### src/rtl/latch_load_seq.sv
// latch_load_seq
//   Loads one word, MSB first, from a serial stream and then presents it to a
//   downstream bank of transparent D-latches. The latch enable is sequenced so
//   that data is stable before the enable opens. Data also stays unchanged for
//   the whole time the enable is open, and for one cycle after it closes.
//
//   Sequence: IDLE -> SHIFT -> SETUP -> STROBE (HOLD cycles) -> RELEASE -> IDLE
//
// Parameters
//   WIDTH     word width in bits (2..32)
//   HOLD      number of cycles En stays high (1..15)
//
// Ports
//   clk       clock; all state changes on its rising edge
//   rst       synchronous active-high reset; takes priority over all inputs
//   start     begin a word load (sampled only in IDLE)
//   sin       serial data bit, MSB first
//   sin_valid sin is valid this cycle (sampled only in SHIFT)
//   D         parallel word to the latch bank (registered)
//   En        latch enable (state decode, high only in STROBE)
//   busy      high in every state except IDLE
//   done      one-cycle pulse in RELEASE when a load completes
module latch_load_seq #(
   parameter int WIDTH = 8,
   parameter int HOLD  = 2
) (
   input  logic             clk,
   input  logic             rst,
   input  logic             start,
   input  logic             sin,
   input  logic             sin_valid,
   output logic [WIDTH-1:0] D,
   output logic             En,
   output logic             busy,
   output logic             done
);

   // Bit counter reaches WIDTH after the last bit, so it needs to hold WIDTH.
   localparam int CW = $clog2(WIDTH + 1);
   localparam int HW = 4;
   localparam logic [CW-1:0] LAST_BIT  = CW'(WIDTH - 1);
   localparam logic [HW-1:0] LAST_HOLD = HW'(HOLD - 1);

   typedef enum logic [2:0] {
      IDLE,
      SHIFT,
      SETUP,
      STROBE,
      RELEASE
   } state_t;

   state_t           state_q, state_d;
   logic [WIDTH-1:0] sr_q, sr_d;
   logic [WIDTH-1:0] d_q, d_d;
   logic [CW-1:0]    cnt_q, cnt_d;
   logic [HW-1:0]    hold_q, hold_d;
   logic [WIDTH-1:0] sr_shifted;

   assign sr_shifted = {sr_q[WIDTH-2:0], sin};

   always_ff @(posedge clk) begin
      if (rst) begin
         state_q <= IDLE;
         sr_q    <= '0;
         d_q     <= '0;
         cnt_q   <= '0;
         hold_q  <= '0;
      end else begin
         state_q <= state_d;
         sr_q    <= sr_d;
         d_q     <= d_d;
         cnt_q   <= cnt_d;
         hold_q  <= hold_d;
      end
   end

   always_comb begin
      state_d = state_q;
      sr_d    = sr_q;
      d_d     = d_q;
      cnt_d   = cnt_q;
      hold_d  = hold_q;
      case (state_q)
         IDLE: begin
            if (start) begin
               state_d = SHIFT;
               cnt_d   = '0;
            end
         end
         SHIFT: begin
            if (sin_valid) begin
               sr_d  = sr_shifted;
               cnt_d = cnt_q + 1'b1;
               // The edge that accepts the final bit also publishes the word,
               // so D is already settled during the SETUP cycle.
               if (cnt_q == LAST_BIT) begin
                  d_d     = sr_shifted;
                  state_d = SETUP;
               end
            end
         end
         SETUP: begin
            state_d = STROBE;
            hold_d  = '0;
         end
         STROBE: begin
            if (hold_q == LAST_HOLD) begin
               state_d = RELEASE;
            end else begin
               hold_d = hold_q + 1'b1;
            end
         end
         RELEASE: begin
            state_d = IDLE;
         end
         default: begin
            state_d = IDLE;
         end
      endcase
   end

   // Outputs come only from registers or state decode. Because of this, no
   // input can reach En, busy or done within the same cycle.
   assign D    = d_q;
   assign En   = (state_q == STROBE);
   assign busy = (state_q != IDLE);
   assign done = (state_q == RELEASE);

endmodule

### config.mk
export PLATFORM = sky130hd
export DESIGN_NAME = latch_load_seq
export DESIGN_NICKNAME = d
export VERILOG_FILES = /design/src/rtl/latch_load_seq.sv
export SDC_FILE = /design/constraint.sdc
export NUM_CORES = 1
export LEC_CHECK = 0
export ABC_CLOCK_PERIOD_IN_PS = 2000
export CAP_MARGIN = 20
export CORE_AREA = 3 3 51 53
export CTS_CLUSTER_SIZE = 8
export DETAILED_ROUTE_END_ITERATION = 10
export DIE_AREA = 0 0 54 56
export DONT_BUFFER_PORTS = 1
export PLACE_DENSITY = 0.69
export SYNTH_ARGS = -nofsm -noshare
export SYNTH_HDL_FRONTEND = slang
export SYNTH_SLANG_ARGS = --single-unit
### constraint.sdc
create_clock -name clk -period 2 [get_ports clk]
set_clock_uncertainty 0.05 [all_clocks]
set_input_delay 0.6 -clock clk [delete_from_list [all_inputs] [get_ports clk]]
set_output_delay 0.6 -clock clk [all_outputs]
set_load 0.01 [all_outputs]
-- After elaboration in Yosys (flattened, before gate mapping)
Cells that the tools add are included.
- register bits: 26
- input bits: 5
- output and inout bits: 11
- word-level logic and storage cells: 37
- add/subtract/negate cells: 2
- equal/unequal tests: 11
- muxes and demuxes: 10
- reductions and logical operators: 9
- operators with widths (cell ; number):
    $pmux 4 s2 ; 2
    $mux 3 ; 4
    $mux 4 ; 3
    $pmux 3 s4 ; 1
    $add 4x1->4 const B ; 2
    $ne 2x2->1 const B ; 4
    $eq 3x2->1 const B ; 2
    $reduce_and 3->1 ; 2
    $eq 4x1->1 const B ; 1
    $eq 4x3->1 const B ; 1
    $reduce_and 2->1 ; 2
    $reduce_and 4->1 ; 1
    $reduce_bool 2->1 ; 2
    $eq 3x1->1 const B ; 1
    $eq 3x3->1 const B ; 1
    $logic_not 3->1 ; 1
    $reduce_bool 3->1 ; 1
    $ne 2x1->1 const B ; 1

-- Depth between registers and ports, before layout
- word-level depth: 4
- depth in mapped cells: 5
- depth with buffers taken out: 5

-- Least setup slack after synthesis
OpenSTA, ideal clock, no wires.
- path type: input to register
- from: input port sin_valid
- to: register state_q[1]
- setup time: 0.115 ns
- arrival time: 1.501 ns
- path slack: 0.333 ns
- cell stages on the path: 5
- path buffers: 2
- cells stage by stage: and4bb_2 -> buf_4 -> and4_1 -> buf_6 -> o21ba_2
- longest elaborated chain between the ends: 2
- ends and longest elaborated chain (item ; line ; text):
    start: declaration ; 31 ; input logic sin_valid,
    $ne 2x2->1 (no line) ; n/a ;
    $reduce_and 4->1 (no line) ; n/a ;
    end signal: assignment ; 69 ; state_q <= state_d;
    end: declaration ; 52 ; state_t state_q, state_d;
Every way passes these cells.
A chain may end at the register's enable or synchronous reset.

-- Worst setup path in the final report
- from: register state_q[1]
- to: output port busy
- longest elaborated chain between the ends: 1
- ends and longest elaborated chain (item ; line ; text):
    $reduce_bool 3->1 ; 126 ; assign busy = (state_q != IDLE);
    end: declaration ; 34 ; output logic busy,
Every way passes these cells.

==> impl_metrics.env <==
export IMPL_portBuffers=0
export IMPL_cp_end_kind="output pin"
export IMPL_start_util_pct=55.2
export IMPL_core_um2=2190
export IMPL_num_rows=17
export IMPL_cp_top_family="simple AND/OR/NAND/NOR gates"
export IMPL_power_leakage_nw=0.417
export IMPL_fin_setup_tns_ns=0
export IMPL_ys_ff_latch=26
export IMPL_pin_count=16
export IMPL_tritoncts="done"
export IMPL_ys_warn_count=0
export IMPL_dp_hpwl_um=1480
export IMPL_r2r_setup_slack_ns=0.39
export IMPL_post_drt_via_cell_ratio=5.51
export IMPL_drtIter0Drc=19
export IMPL_post_route_util_pct=57.2
export IMPL_drcViolationCount=0
export IMPL_start_kind="register"
export IMPL_slowest_stage="or3_2"
export IMPL_synth_edf_count=0
export IMPL_cts_root_buf="clkbuf_4"
export IMPL_hold_viol=0
export IMPL_gr_total_overflow=0
export IMPL_irDropWorstVdd_v=0.000359
export IMPL_period_share_pct=94.6
export IMPL_cts_inserted_buffers=3
export IMPL_path_cells="or3_2"
export IMPL_gp_congestion=0.801
export IMPL_area_growth_pct=3.62
export IMPL_vias=837
export IMPL_worst_setup_path_type="register to output pin"
export IMPL_die_area_um2=3020
export IMPL_max_freq_ghz=0.529
export IMPL_rsz0062_at_grt="no"
export IMPL_synthesis_area_um2=1210
export IMPL_avgSynthCellArea_um2=9.60
export IMPL_setup_viol=0
export IMPL_drt_wl_total_um=2070
export IMPL_post_drt_wl_per_cell_um=13.6
export IMPL_final_antenna_net_count=0
export IMPL_crit_required_ns=1.35
export IMPL_n_antenna_cell=0
export IMPL_cp_num_buf_inv=0
export IMPL_synth_fp_nets=134
export IMPL_hold_class="primary input to register"
export IMPL_grt_first_pass_wirelength_um=3460
export IMPL_final_common_cell="dfxtp_1"
export IMPL_cts_sinks=26
export IMPL_power_density_nw_per_um2=657
export IMPL_grt_pass1_vias=804
export IMPL_dieWidth_um=54
export IMPL_worst_slew_pin_slew_ns=0.423
export IMPL_worstPathArrival_ns=1.24
export IMPL_synth_main_ff_cell="dfxtp_1"
export IMPL_grt_max_degree=38
export IMPL_seq_area_um2=522
export IMPL_syn_inst=126
export IMPL_multi_input_area_um2=631
export IMPL_synthDistinctLibCells=33
export IMPL_critical_path_max_stage_delay_ns=0.54
export IMPL_drt_pass1_iter_count=4
export IMPL_cp_max_fo=7
export IMPL_drv_cap=0
export IMPL_layout_common_cells="dfxtp_1 (25), nand2b_1 (20), mux2i_1 (16)"
export IMPL_cts_path_max_buffers=2
export IMPL_grt_use_total_pct=15.2
export IMPL_path_clk_slew_ns=0.13
export IMPL_layout_drive_gt1_share_pct=9.68
export IMPL_slew_headroom_pct=71.0
export IMPL_synth_seq_area_share_pct=43.0
export IMPL_cts_setup_buffers=0
export IMPL_die_height_um=56
export IMPL_clk_latency_ns=0.31
export IMPL_status="finished, final reports clean"
export IMPL_maxSlewViolCount=0
export IMPL_htree_levels=1
export IMPL_async_flop_share_pct=0
export IMPL_antenna_found_initial=0
export IMPL_fillers=201
export IMPL_layout_nets=133
export IMPL_finalCriticalPeriod_ns=1.89
export IMPL_cts_hold_buffers=0
[synth_stat cells (2+ instances only)]
cell type,number,area (um2)
o32ai_1,2,17.5
mux2i_1,16,160
nand2_1,3,11.3
a211oi_1,2,15.0
or4_1,3,22.5
o21ba_2,2,20.0
nand3_1,2,10.0
nor2_1,8,30.0
nand2b_1,20,125
clkbuf_1,4,15.0
o21ai_0,6,30.0
dfxtp_1,26,521
ha_1,3,37.5
a21oi_1,5,25.0
inv_1,4,15.0
buf_2,2,10.0
nand3b_1,2,15.0
[area by class of cell]
cell class / count / share of cell area (%)
clock buffer: 4 / 2.89
inverter: 4 / 1.20
multi-input combinational: 88 / 50.3
sequential: 26 / 41.6
tap: 28 / 2.79
timing repair buffer: 2 / 1.20
[flip-flops by register name (all words and copies together), names as in the netlist]
name	flops
state_q	3
D	8
cnt_q	4
sr_q	7
hold_q	4
[path summary, 6_finish.rpt]
check | cells after the start | startpoint | end
max reg2reg | 4 | hold_q[0] | hold_q[0]
max | 1 | state_q[1] | busy
min | 1 | rst | state_q[0]
min reg2reg | 2 | sr_q[6] | D[7]
[layer usage]
metal / part of all wire [%] / track usage (%) / vias to the layer above / wire length (um)
met2: 47 / 24.2 / 15 / 974
met5: 0 / 0 / - / 0
met4: 2.3 / 7.47 / 0 / 48
li1: - / - / 438 / -
met1: 47 / 19.1 / 379 / 964
met3: 3.9 / 2.68 / 5 / 81
[report_power, final]
| group | total [mW] | internal [mW] | switching (mW) | leakage (nW) |
|---|---|---|---|---|
| Clock | 0.257 | 0.111 | 0.146 | 0.0210 |
| Sequential | 0.529 | 0.522 | 0.00679 | 0.210 |
| Combinational | 0.0372 | 0.0212 | 0.0160 | 0.186 |
[cell families after synthesis]
group / Yosys count / synth area share (%)
buffers and inverters: 12 / 4.86
flip-flops: 26 / 43.0
AND/OR/NAND/NOR: 49 / 24.7
adder cells (fa/ha/maj): 3 / 3.10
AO/OA/AOI/OAI: 20 / 11.1
multiplexers: 16 / 13.2
[metrics by stage]
stage               std cells  hold WS [ns]  total power, mW  worst slack, ns  area [um2]
detailed placement        148         0.428            0.577            0.413        1220
global placement          148         0.422            0.576            0.446        1220
CTS                       152         0.264            0.839           0.0742        1250
floorplan                 126         0.401            0.580            0.333        1210
global route              152         0.252            0.866           0.0467        1250
finish                    152         0.283            0.823            0.108        1250
[timing repair]
| action | 4_1_cts | 5_1_grt |
|---|---|---|
| resized for setup | 0 | 1 |
| hold endpoints to repair | 0 | 0 |
| setup endpoints to repair | 0 | 2 |
Power figures use the tool's default switching activity.
==> RTL edit: new RTL, config.mk and constraints unchanged <==
Change the localparam `HW` from 4 to 3.
--- a/src/rtl/latch_load_seq.sv
+++ b/src/rtl/latch_load_seq.sv
@@ -38,5 +38,5 @@
    // Bit counter reaches WIDTH after the last bit, so it needs to hold WIDTH.
    localparam int CW = $clog2(WIDTH + 1);
-   localparam int HW = 4;
+   localparam int HW = 3;
    localparam logic [CW-1:0] LAST_BIT  = CW'(WIDTH - 1);
    localparam logic [HW-1:0] LAST_HOLD = HW'(HOLD - 1);
Behaviour: same outputs for any inputs over 10 cycles, from zero or initial values and one cycle with rst high; that may be too few to reach the edited logic, so the function may still have changed.
==> RTL edit against the unedited design <==
Final area decreased by 7.9%. Critical path depth increased by 1. Non-clock buffer count decreased by 1. Die area is the same. Routed wire length is 0.53% lower. Combinational power increased by 26%. Setup slack got worse by 7.0 ps. Final cell count increased by 1.3%. Power decreased by 2.8%. Core utilization down 4.5 points. Clock power shrank 7%. Synthesized area shrank 6.2%. Sequential cell count fell by 1. Global-route usage fell by 0.83 points. Highest routed layer unchanged.
==> RTL edit: results (changes against the unedited design) <==
- Crit Path Max Fanout: 12 (+5)
- Crit path capture: done
- Max VDD drop: 0.3973 mV (+11%)
- Gpl congestion: 0.7580 (-5.3%)
- Largest net degree at the start of global routing: 28 (-26%)
- Cell variety after synth: 35 (+6.1%)
- Vias in the first global route: 777 (-3.4%)
- Num CTS Buffers: 3 (unchanged)
- Worst-Skew Late Latency: 330 ps (+20 ps)
- Routed len/inst: 13.36 um (-1.8%)
- Share of cells above drive strength 1: 6.349% (-3.3 points)
- Int Power: 600.3 uW (-8.3%)
- Global-route wire length before repair: 3325 um (-4.0%)
- Routing usage on met1: 19.37% (+0.23 points)
- Detailed Route Iter0 Violations: 34 (+15)
- Multiplexer share of the synthesized area: 0.8820% (-12 points)
- Post-Synth Adder-Cell Area: 3.308% (+0.21 points)
- Post-synthesis compound-gate area fraction: 20.29% (+9.2 points)
- TritonRoute pass-1 iters: 4 (unchanged)
- Reg2Reg Depth: 3 (-1)
- Syn nets: 139 (+3.7%)
- Total track usage: 14.38% (-0.83 points)
- Top cell type's share of synthesized area: 44.10% (+1.1 points)
- Fin nets: 135 (+1.5%)
- Synth cell count leaders: 25 x dfxtp_1, 20 x a21oi_1, 15 x nand2_1
- Status: finished, final reports clean
- XOR/XNOR Fraction of Synth Area: 0% (unchanged)
- Synth area leaders: dfxtp_1 44%, a21oi_1 8.8%, nand2_1 5.0%
- Register area share after synthesis: 44.10% (+1.1 points)
- DP Wirelength: 1385 um (-6.2%)
- Met3 Use GR: 2.413% (-0.27 points)
- Worst slew pin tran: 437.8 ps (+14.66 ps)
- Via count: 906 (+8.2%)
- Syn_area_per_cell: 8.663 um^2 (-9.8%)
- Worst r2r dst: cnt_q[3]
- Met2 global-route usage: 21.97% (-2.2 points)
-- RTL edit: worst min path at each step --
stage / start / end / cells past startpoint
floorplan: sr_q[6] / sr_q[6] / 2
global placement: sr_q[6] / sr_q[6] / 2
detailed placement: sr_q[6] / sr_q[6] / 2
CTS: rst / hold_q[1] / 1
global route: rst / sr_q[6] / 1
finish: rst / hold_q[1] / 1
-- RTL edit: power by group through the flow --
stage	logic (mW)	clock network [mW]	registers, mW
after global routing	0.0533	0.264	0.517
after global placement	0.0466	0	0.525
after CTS	0.0471	0.247	0.516
final	0.0469	0.238	0.516
after detailed placement	0.0471	0	0.526
after floorplan	0.0566	0	0.520
-- RTL edit: per-layer routing --
| metal | share of wire, % | vias to the layer above | wire, um |
|---|---|---|---|
| met1 | 48 | 424 | 988 |
| met5 | 0 | - | 0 |
| met2 | 46 | 23 | 946 |
| met4 | 1.8 | 0 | 38 |
| li1 | - | 455 | - |
| met3 | 4.1 | 4 | 84 |
-- RTL edit: kinds of logic after synthesis --
logic type               Yosys count
adder cells (fa/ha/maj)            3
AND/OR/NAND/NOR                   48
AO/OA/AOI/OAI                     40
multiplexers                       1
flip-flops                        25
buffers and inverters             14
-- RTL edit: metrics by stage --
stage                     hold WS, ps  instance area [um^2]  util [%]  total power, mW  worst slack (ps)
after floorplan                 386.6                  1135         -           0.5763             479.7
after global placement          386.3                  1125     51.34           0.5720             504.6
after detailed placement        390.7                  1125     51.34           0.5735             428.6
after CTS                       255.8                  1155     52.71           0.8099             96.25
after global routing            242.9                  1155     52.71           0.8341             28.81
final                           266.9                  1155     52.71           0.8005             101.2
-- RTL edit: layout make-up --
| type | count | area, um^2 |
|---|---|---|
| well taps | 28 | 35.03 |
| fillers | 208 | 1036 |
| multi-input cells | 92 | 566.8 |
| flip-flops and latches | 25 | 500.5 |
| repair buffers | 1 | 7.507 |
| clock buffers | 3 | 22.52 |
| inverters | 4 | 15.01 |
| clock inverters | 1 | 7.507 |
-- RTL edit: critical path, cell delays in order, from the launching register on --
cell and delay, ps:
dfxtp_1 590, inv_1 100, and3_1 230
